<file path="config.mk">
export PLATFORM = sky130hd
export DESIGN_NAME = beat_scheduler_flat
export DESIGN_NICKNAME = d
export VERILOG_FILES = /design/src/rtl/sequencer_pkg.sv /design/src/rtl/beat_scheduler_if.sv /design/src/rtl/beat_timer.sv /design/src/rtl/beat_scheduler.sv /design/src/flat_wrapper.sv
export SDC_FILE = /design/constraint.sdc
export NUM_CORES = 1
export LEC_CHECK = 0
export ABC_CLOCK_PERIOD_IN_PS = 5000
export BUFFER_PORTS_ARGS = -buffer_cell sky130_fd_sc_hd__buf_2
export CAP_MARGIN = 20
export CELL_PAD_IN_SITES_DETAIL_PLACEMENT = 0
export CELL_PAD_IN_SITES_GLOBAL_PLACEMENT = 1
export CORE_MARGIN = 3
export CORE_UTILIZATION = 46
export CTS_CLUSTER_DIAMETER = 120
export DETAILED_ROUTE_END_ITERATION = 10
export GPL_TIMING_DRIVEN = 1
export PLACE_DENSITY = 0.95
export SYNTH_ARGS = -nofsm -noshare
export SYNTH_HDL_FRONTEND = slang
export SYNTH_SLANG_ARGS = --single-unit
</file>
<file path="constraint.sdc">
create_clock -name clk -period 5 [get_ports clk]
set_input_delay 0.5 -clock clk [delete_from_list [all_inputs] [get_ports clk]]
set_output_delay 0.5 -clock clk [all_outputs]
set_load 0.01 [all_outputs]
</file>
<file path="src/rtl/sequencer_pkg.sv">
// Shared constants and types for the step sequencer: transport states,
// widths, tempo presets and the step wrap helper.
package sequencer_pkg;

    localparam int TEMPO_W   = 22;
    localparam int NUM_STEPS = 8;
    localparam int STEP_W    = $clog2(NUM_STEPS);

    typedef enum logic [1:0] {
        STOPPED = 2'd0,
        PLAYING = 2'd1,
        PAUSED  = 2'd2
    } transport_state_t;

    // Beat periods minus one, shared with the tempo selector.
    localparam logic [TEMPO_W-1:0] TEMPO_PRESET_0 = 22'd2499999;
    localparam logic [TEMPO_W-1:0] TEMPO_PRESET_1 = 22'd1249999;
    localparam logic [TEMPO_W-1:0] TEMPO_PRESET_2 = 22'd937499;
    localparam logic [TEMPO_W-1:0] TEMPO_PRESET_3 = 22'd624999;

    // Explicit compare so non-power-of-2 measures wrap correctly.
    function automatic logic [STEP_W-1:0] step_inc(input logic [STEP_W-1:0] s);
        return (s == STEP_W'(NUM_STEPS - 1)) ? '0 : s + 1'b1;
    endfunction

endpackage

</file>
<file path="src/rtl/beat_scheduler_if.sv">
// Transport bus between the tempo/button front end and the beat scheduler.
interface beat_scheduler_if;
    import sequencer_pkg::*;

    logic [TEMPO_W-1:0] tempo;
    logic               play_button;
    logic               stop_button;
    logic               beat_pulse;
    logic               measure_pulse;
    logic [STEP_W-1:0]  step;
    logic               playing;

    modport master (
        output tempo, play_button, stop_button,
        input  beat_pulse, measure_pulse, step, playing
    );

    modport slave (
        input  tempo, play_button, stop_button,
        output beat_pulse, measure_pulse, step, playing
    );

endinterface

</file>
<file path="src/rtl/beat_timer.sv">
// Reloadable beat-period down-counter; clear wins over load, load over enable.
module beat_timer
    import sequencer_pkg::*;
(
    input  logic               clk,
    input  logic               n_rst,
    input  logic               load_i,
    input  logic [TEMPO_W-1:0] load_val_i,
    input  logic               enable_i,
    input  logic               clear_i,
    output logic               zero_o
);

    logic [TEMPO_W-1:0] count_q, count_d;

    always_comb begin
        count_d = count_q;
        if (clear_i)
            count_d = '0;
        else if (load_i)
            count_d = load_val_i;
        else if (enable_i && (count_q != '0))
            count_d = count_q - 1'b1;
    end

    always_ff @(posedge clk or negedge n_rst) begin
        if (!n_rst) count_q <= '0;
        else        count_q <= count_d;
    end

    assign zero_o = (count_q == '0);

endmodule

</file>
<file path="src/rtl/beat_scheduler.sv">
// Transport FSM and step counter; beat period comes from beat_timer and
// tempo is only sampled when the timer reloads.
module beat_scheduler
    import sequencer_pkg::*;
(
    input  logic             clk,
    input  logic             n_rst,
    beat_scheduler_if.slave  bus
);

    transport_state_t  state_q, state_d;
    logic [STEP_W-1:0] step_q, step_d;
    logic              beat_q, beat_d;
    logic              meas_q, meas_d;
    logic              playing_q, playing_d;
    logic              tmr_load, tmr_en, tmr_clear, tmr_zero;
    logic [STEP_W-1:0] step_nxt;

    assign step_nxt = step_inc(step_q);

    beat_timer u_timer (
        .clk        (clk),
        .n_rst      (n_rst),
        .load_i     (tmr_load),
        .load_val_i (bus.tempo),
        .enable_i   (tmr_en),
        .clear_i    (tmr_clear),
        .zero_o     (tmr_zero)
    );

    always_comb begin
        state_d   = state_q;
        step_d    = step_q;
        beat_d    = 1'b0;
        meas_d    = 1'b0;
        tmr_load  = 1'b0;
        tmr_en    = 1'b0;
        tmr_clear = 1'b0;
        if (bus.stop_button) begin
            state_d   = STOPPED;
            step_d    = '0;
            tmr_clear = 1'b1;
        end else begin
            case (state_q)
                STOPPED: begin
                    tmr_clear = 1'b1;
                    step_d    = '0;
                    // Step 0 sounds on the cycle right after the press.
                    if (bus.play_button) begin
                        state_d   = PLAYING;
                        tmr_clear = 1'b0;
                        tmr_load  = 1'b1;
                        beat_d    = 1'b1;
                        meas_d    = 1'b1;
                    end
                end
                PLAYING: begin
                    if (bus.play_button) begin
                        state_d = PAUSED;
                    end else if (tmr_zero) begin
                        tmr_load = 1'b1;
                        step_d   = step_nxt;
                        beat_d   = 1'b1;
                        meas_d   = (step_nxt == '0);
                    end else begin
                        tmr_en = 1'b1;
                    end
                end
                PAUSED: begin
                    if (bus.play_button) state_d = PLAYING;
                end
                default: begin
                    state_d   = STOPPED;
                    step_d    = '0;
                    tmr_clear = 1'b1;
                end
            endcase
        end
        playing_d = (state_d == PLAYING);
    end

    always_ff @(posedge clk or negedge n_rst) begin
        if (!n_rst) begin
            state_q   <= STOPPED;
            step_q    <= '0;
            beat_q    <= 1'b0;
            meas_q    <= 1'b0;
            playing_q <= 1'b0;
        end else begin
            state_q   <= state_d;
            step_q    <= step_d;
            beat_q    <= beat_d;
            meas_q    <= meas_d;
            playing_q <= playing_d;
        end
    end

    assign bus.beat_pulse    = beat_q;
    assign bus.measure_pulse = meas_q;
    assign bus.step          = step_q;
    assign bus.playing       = playing_q;

endmodule

</file>
<file path="src/flat_wrapper.sv">
// flat-port wrapper written by rule: the top's interface ports become plain ports
module beat_scheduler_flat import sequencer_pkg::*;
  (clk, n_rst, bus_tempo, bus_play_button, bus_stop_button, bus_beat_pulse, bus_measure_pulse, bus_step, bus_playing);
  beat_scheduler_if bus_i ();
  input  logic clk;
  input  logic n_rst;
  input wire logic [$bits(bus_i.tempo)-1:0] bus_tempo;
  input wire logic [$bits(bus_i.play_button)-1:0] bus_play_button;
  input wire logic [$bits(bus_i.stop_button)-1:0] bus_stop_button;
  output wire logic [$bits(bus_i.beat_pulse)-1:0] bus_beat_pulse;
  output wire logic [$bits(bus_i.measure_pulse)-1:0] bus_measure_pulse;
  output wire logic [$bits(bus_i.step)-1:0] bus_step;
  output wire logic [$bits(bus_i.playing)-1:0] bus_playing;
  assign bus_i.tempo = bus_tempo;
  assign bus_i.play_button = bus_play_button;
  assign bus_i.stop_button = bus_stop_button;
  assign bus_beat_pulse = bus_i.beat_pulse;
  assign bus_measure_pulse = bus_i.measure_pulse;
  assign bus_step = bus_i.step;
  assign bus_playing = bus_i.playing;
  beat_scheduler u_core (.clk(clk), .n_rst(n_rst), .bus(bus_i));
endmodule
</file>
==> results of run 1 <==
[worst paths after layout]
kind	startpoint	to	slack (ns)
setup / recovery	u_core.state_q[1]	u_core.u_timer.count_q[2]	1.95
hold / removal	n_rst	u_core.u_timer.count_q[0]	0.25
setup reg to reg	u_core.state_q[1]	u_core.u_timer.count_q[2]	1.95
hold reg to reg	u_core.u_timer.count_q[18]	u_core.u_timer.count_q[18]	0.57
max in group asynchronous	n_rst	u_core.u_timer.count_q[21]	4.30
min in group clk	bus_tempo[9]	u_core.u_timer.count_q[9]	0.44
[power by group through the flow]
stage          sequential, uW  clock, uW  combinational, uW
2_1_floorplan             271          0                173
3_3_place_gp              272          0                225
3_5_place_dp              272          0                224
4_1_cts                   268        189                226
5_1_grt                   270        199                253
6_report                  268        185                230
[critical path: cells and delay by family, from the launching register on]
| family | cells | cell delay, ns |
|---|---|---|
| AOI/OAI and AO/OA | 3 | 0.82 |
| and+or+nand+nor | 2 | 0.81 |
| buffers and inverters | 2 | 0.53 |
| DFF | 1 | 0.42 |
| adders and majority gates | 1 | 0.39 |
[state kept, by name, indices dropped and copies added, names as in the netlist]
register and flops:
u_core.bus.beat_pulse 1, u_core.bus.measure_pulse 1, u_core.bus.playing 1, u_core.bus.step 3, u_core.state_q 2, u_core.u_timer.count_q 22
[stage by stage]
step / util / setup slack (ns) / power [uW]
after floorplan: - / 2.53 / 444
after global placement: 0.528 / 2.17 / 498
after detailed placement: 0.528 / 2.02 / 497
after CTS: 0.547 / 2.02 / 683
after global routing: 0.549 / 1.65 / 722
final: 0.549 / 1.95 / 683
[cell type report]
cell class	count	area [sq um]
tap	50	62.6
timing repair buffer	32	163
inverter	9	33.8
clock buffer	5	68.8
multi-input combinational	173	1150
sequential	30	751
clock inverter	2	10.0
fill	386	1840
[per-layer routing]
metal	vias up	part of all wire	GRT usage
met5	-	0	0
met2	81	0.47	0.337
li1	923	-	-
met1	898	0.45	0.296
met3	7	0.054	0.0463
met4	0	0.019	0.0689
[cells in the final DEF, fill, tap and decap left out, drive strengths merged, types with 6 or more instances in the layout]
master / synthesis / final
a31oi: 12 / 12
nand3: 8 / 8
o21ai: 11 / 11
nor3: 6 / 6
ha: 7 / 7
inv: 9 / 9
nand2: 18 / 18
nor4: 8 / 8
or4: 6 / 6
or3: 10 / 10
buf: 4 / 32
a21oi: 14 / 14
nor2: 18 / 18
dfrtp: 30 / 30
[kinds of logic after synthesis]
logic type                 count (synthesis)  share of synthesized area
DFF                                       30                      0.376
AOI/OAI and AO/OA                         71                      0.253
buffers and inverters                     19                     0.0445
and+or+nand+nor                           91                      0.265
adders and majority gates                  7                     0.0439
xor gates and xnor gates                   4                     0.0176
==> impl_metrics.py, run 1 <==
metrics = {
    "status": {
        "status": "finished clean",
    },
    "timing": {
        "fin_tns_setup_ns": 0,
        "slew_headroom": 0.399,
        "drv_slew": 0,
        "fin_skew_ns": 0.0104,
        "finalSetupViolations": 0,
        "max_slew.worst_pin.slew_ns": 0.899,
        "period_share": 0.609,
        "grt_setup_unrepaired": "false",
        "hold_violations": 0,
        "max_freq_mhz": 328,
        "hold_slack_ns": 0.247,
        "fin_crit_ns": 3.05,
    },
    "grt": {
        "grt_pass1_wl_um": 8550,
        "overflow": 0,
        "grt_max_degree": 31,
        "antenna_found_initial": 0,
        "grt_pass1_vias": 1694,
        "grt_use_total": 0.215,
    },
    "die": {
        "die_height_um": 71.8,
        "die-area_sq_um": 5160,
        "ios": 32,
        "std_cell_rows": 23,
        "start_util": 0.488,
        "die_x_um": 71.8,
        "coreArea_sq_um": 4090,
    },
    "clocking": {
        "clockBufferDepth": 2,
        "root_buffer": "clkbuf_8",
        "cts_tree": "yes",
        "cts_resized": 0,
        "cts-hold-fix-buffers": 0,
        "clock-sinks": 30,
        "cts-buffers-inserted": 5,
        "cts_setup_buffers": 0,
        "clk_pin_slew_ns": 0.07,
        "clk_latency_ns": 0.29,
        "htreeDepth": 2,
    },
    "synth": {
        "synth_top_cell_area_share": 0.376,
        "syn_nets": 255,
        "syn_area_sq_um": 1990,
        "synth-edff-count": 0,
        "synth.most_common_cell": "dfrtp_1",
        "netlist_instances": 222,
        "ys_types": 53,
        "yosysWarnings": 0,
        "ys_seq_area_frac": 0.376,
        "async_flop_share": 1.00,
        "syn_avg_cell_area_sq_um": 8.98,
        "synthTopCellsByArea": "dfrtp_1 (38%), ha_1 (4.4%), a21oi_1 (3.5%), a31oi_1 (3.5%), nand2_1 (3.4%)",
        "synthFlopType": "dfrtp_1",
        "synth_commonest_cells": "dfrtp_1 (30), nand2_1 (18), nor2_1 (17), a21oi_1 (14), a31oi_1 (11)",
        "synth_seq_cells": 30,
        "yosysTopAreaCell": "dfrtp_1",
    },
    "worst_setup_path": {
        "cp.arrival_ns": 3.26,
        "critPathMaxFanout": 18,
        "slowest_stage": "nor2_1",
        "cpPeakStageDelay_ns": 0.61,
        "required_ns": 5.21,
        "rr_worst_depth": 8,
        "endpoint_kind": "register",
        "critPathLaunchType": "register",
        "cp_cell_sequence": "inv_1 > ha_1 > nand2b_1 > nor2_1 > a31oi_2 > inv_2 > a22oi_1 > a21oi_1",
        "critPathKind": "register to register",
    },
    "finish": {
        "final_nets": 284,
        "drive_above_1_share": 0.195,
        "antenna_cells": 0,
        "stdcell_area_sq_um": 2240,
        "syn_to_final_growth_pct": 12.5,
        "final_cells": 301,
    },
    "flow_run": {
        "drv_cap": 0,
    },
    "power": {
        "p_int_uw": 427,
        "p_leak_uw": 0.000967,
        "ir_worst_vdd_v": 0.000202,
        "switching_share": 0.376,
        "comb_power_share": 0.336,
        "p_sw_uw": 257,
        "powerDensity_nw_per_um2": 305,
        "p_clk_frac": 0.271,
        "pwr-share-seq": 0.393,
    },
    "route": {
        "dr.pass1.iters": 5,
        "via_per_inst": 6.34,
        "drt_iter0_drc": 184,
        "wl_per_cell_um": 17.3,
        "drt_wl_total_um": 5200,
        "drc": 0,
        "via_count": 1909,
        "detail-route-antenna-nets": 0,
    },
    "worst_hold_path": {
        "hold_path_class": "primary input to async pin",
    },
    "placement": {
        "postPlaceCellArea_sq_um": 2160,
        "gp_congestion": 0.868,
        "dpl.hpwl_um": 3650,
        "dpl.cell_count": 293,
        "io_buffers": 31,
    },
}
Note: power is estimated with default switching activity, not from simulation.
==> inputs of run 2 (changes only) <==
--- a/config.mk
+++ b/config.mk
@@ -5,17 +5,17 @@
 export SDC_FILE = /design/constraint.sdc
 export NUM_CORES = 1
 export LEC_CHECK = 0
-export ABC_CLOCK_PERIOD_IN_PS = 5000
+export ABC_CLOCK_PERIOD_IN_PS = 3200
 export BUFFER_PORTS_ARGS = -buffer_cell sky130_fd_sc_hd__buf_2
 export CAP_MARGIN = 20
 export CELL_PAD_IN_SITES_DETAIL_PLACEMENT = 0
 export CELL_PAD_IN_SITES_GLOBAL_PLACEMENT = 1
 export CORE_MARGIN = 3
-export CORE_UTILIZATION = 46
+export CORE_UTILIZATION = 43
 export CTS_CLUSTER_DIAMETER = 120
 export DETAILED_ROUTE_END_ITERATION = 10
 export GPL_TIMING_DRIVEN = 1
-export PLACE_DENSITY = 0.95
+export PLACE_DENSITY = 0.9
 export SYNTH_ARGS = -nofsm -noshare
 export SYNTH_HDL_FRONTEND = slang
 export SYNTH_SLANG_ARGS = --single-unit
==> constraint.sdc (replaced) <==
create_clock -name clk -period 3.2 [get_ports clk]
set_input_delay 0.32 -clock clk [delete_from_list [all_inputs] [get_ports clk]]
set_output_delay 0.32 -clock clk [all_outputs]
set_load 0.01 [all_outputs]
==> impl_metrics.py, run 2 (same netlist as run 1, synthesis figures left out) <==
metrics = {
    "status": {
        "status": "finished clean",
    },
    "worst_setup_path": {
        "cp_cell_sequence": "inv_1 > ha_1 > or3b_1 > or3_1 > or3_1 > o2111a_1 > a311o_1",
        "cp.arrival_ns": 2.95,
        "r2r_end": "u_core.u_timer.count_q[21]",
        "critPathLaunchType": "register",
        "required_ns": 3.36,
        "path_common_cell": "or3_1",
        "path_depth": 7,
        "rr_worst_depth": 7,
        "cp_top_family": "simple AND/OR/NAND/NOR gates",
        "r2r_slack_ns": 0.41,
        "cp-startpoint": "u_core.state_q[1]",
        "r2r-start": "u_core.state_q[1]",
        "cpPeakStageDelay_ns": 0.54,
        "critPathMaxFanout": 12,
        "path_buf_inv": 1,
        "slowest_stage": "or3b_1",
        "endpoint_kind": "register",
        "endpoint": "u_core.u_timer.count_q[21]",
        "critPathKind": "register to register",
    },
    "die": {
        "coreArea_sq_um": 4410,
        "die-area_sq_um": 5490,
        "ios": 32,
        "start_util": 0.452,
        "die_x_um": 74.1,
        "std_cell_rows": 24,
        "die_height_um": 74.1,
    },
    "finish": {
        "final_common_cell": "buf_2",
        "mostFrequentLayoutCells": "buf_2 (31), dfrtp_1 (30), nand2_1 (18), nor2_1 (17), a21oi_1 (14)",
        "final_core_util": 0.517,
        "drive_above_1_share": 0.204,
        "final_nets": 287,
        "final_cells": 307,
        "largest_reg_flops": 22,
        "largest_register": "u_core.u_timer.count_q",
        "n_fill_cell": 435,
        "syn_to_final_growth_pct": 14.4,
        "antenna_cells": 0,
    },
    "clocking": {
        "cts_setup_buffers": 0,
        "cts_tree": "yes",
        "clk_pin_slew_ns": 0.07,
        "htreeDepth": 2,
        "cts-hold-fix-buffers": 0,
        "clock-sinks": 30,
        "cts_resized": 0,
        "clk_latency_ns": 0.28,
        "cts-buffers-inserted": 5,
        "root_buffer": "clkbuf_8",
        "clockBufferDepth": 2,
    },
    "timing": {
        "max_freq_mhz": 359,
        "finalSetupViolations": 0,
        "drv_slew": 0,
        "fin_crit_ns": 2.79,
        "fin_tns_setup_ns": 0,
        "hold_violations": 0,
        "fin_skew_ns": 0.00589,
        "slew_headroom": 0.536,
        "hold_slack_ns": 0.0779,
        "period_share": 0.870,
        "max_slew.worst_pin.slew_ns": 0.696,
        "grt_setup_unrepaired": "false",
    },
    "grt": {
        "overflow": 0,
        "antenna_found_initial": 0,
        "grt_pass1_wl_um": 8770,
        "grt_max_degree": 31,
        "grt_pass1_vias": 1766,
        "grt_use_total": 0.209,
    },
    "route": {
        "drt_iter0_drc": 174,
        "via_per_inst": 6.24,
        "via_count": 1916,
        "wl_per_cell_um": 17.2,
        "drc": 0,
        "drt_wl_total_um": 5290,
        "detail-route-antenna-nets": 0,
        "dr.pass1.iters": 4,
    },
    "worst_hold_path": {
        "hold_path_class": "primary input to async pin",
    },
    "power": {
        "powerDensity_nw_per_um2": 487,
        "ir_worst_vdd_v": 0.000310,
        "p_leak_uw": 0.000986,
    },
    "placement": {
        "dpl.cell_count": 299,
        "gp_congestion": 0.858,
        "dpl.hpwl_um": 3810,
        "io_buffers": 31,
    },
    "flow_run": {
        "drv_cap": 0,
    },
}
## run 2: per-layer routing
metal / vias to the layer above / part of all wire / track usage
met3: 7 / 0.064 / 0.0459
met5: - / 0 / 0
met4: 0 / 0.013 / 0.0584
met1: 917 / 0.45 / 0.286
met2: 60 / 0.47 / 0.332
li1: 932 / - / -
## run 2: where the power goes
group          internal (uW)  total (uW)  switching (uW)  leakage (uW)
Combinational            132         370             238      0.000525
Clock                    173         321             148     0.0000482
Sequential               398         419            20.8      0.000413
## run 2: layout make-up
cell class	instances	area (sq um)	share of cell area
multi-input combinational	173	1150	0.506
sequential	30	751	0.329
timing repair buffer	35	185	0.0812
clock buffer	7	86.3	0.0378
tap	52	65.1	0.0285
inverter	9	33.8	0.0148
clock inverter	1	5.00	0.00219
## run 2: worst min path at each step
stage                     startpoint                   endpoint  slack (ns)
after floorplan                n_rst      u_core.bus.beat_pulse        0.02
after global placement         n_rst  u_core.u_timer.count_q[3]        0.41
after detailed placement       n_rst  u_core.u_timer.count_q[3]        0.42
after CTS                      n_rst   u_core.bus.measure_pulse        0.11
after global routing           n_rst   u_core.bus.measure_pulse        0.12
final                          n_rst  u_core.u_timer.count_q[3]        0.08
## run 2: metrics by stage
stage                     setup slack (ns)  area [sq um]  power (uW)
after floorplan                      0.728          1990         693
after global placement               0.518          2190         791
after detailed placement             0.437          2190         792
after CTS                            0.419          2280        1120
after global routing                 0.239          2280        1170
final                                0.415          2280        1110
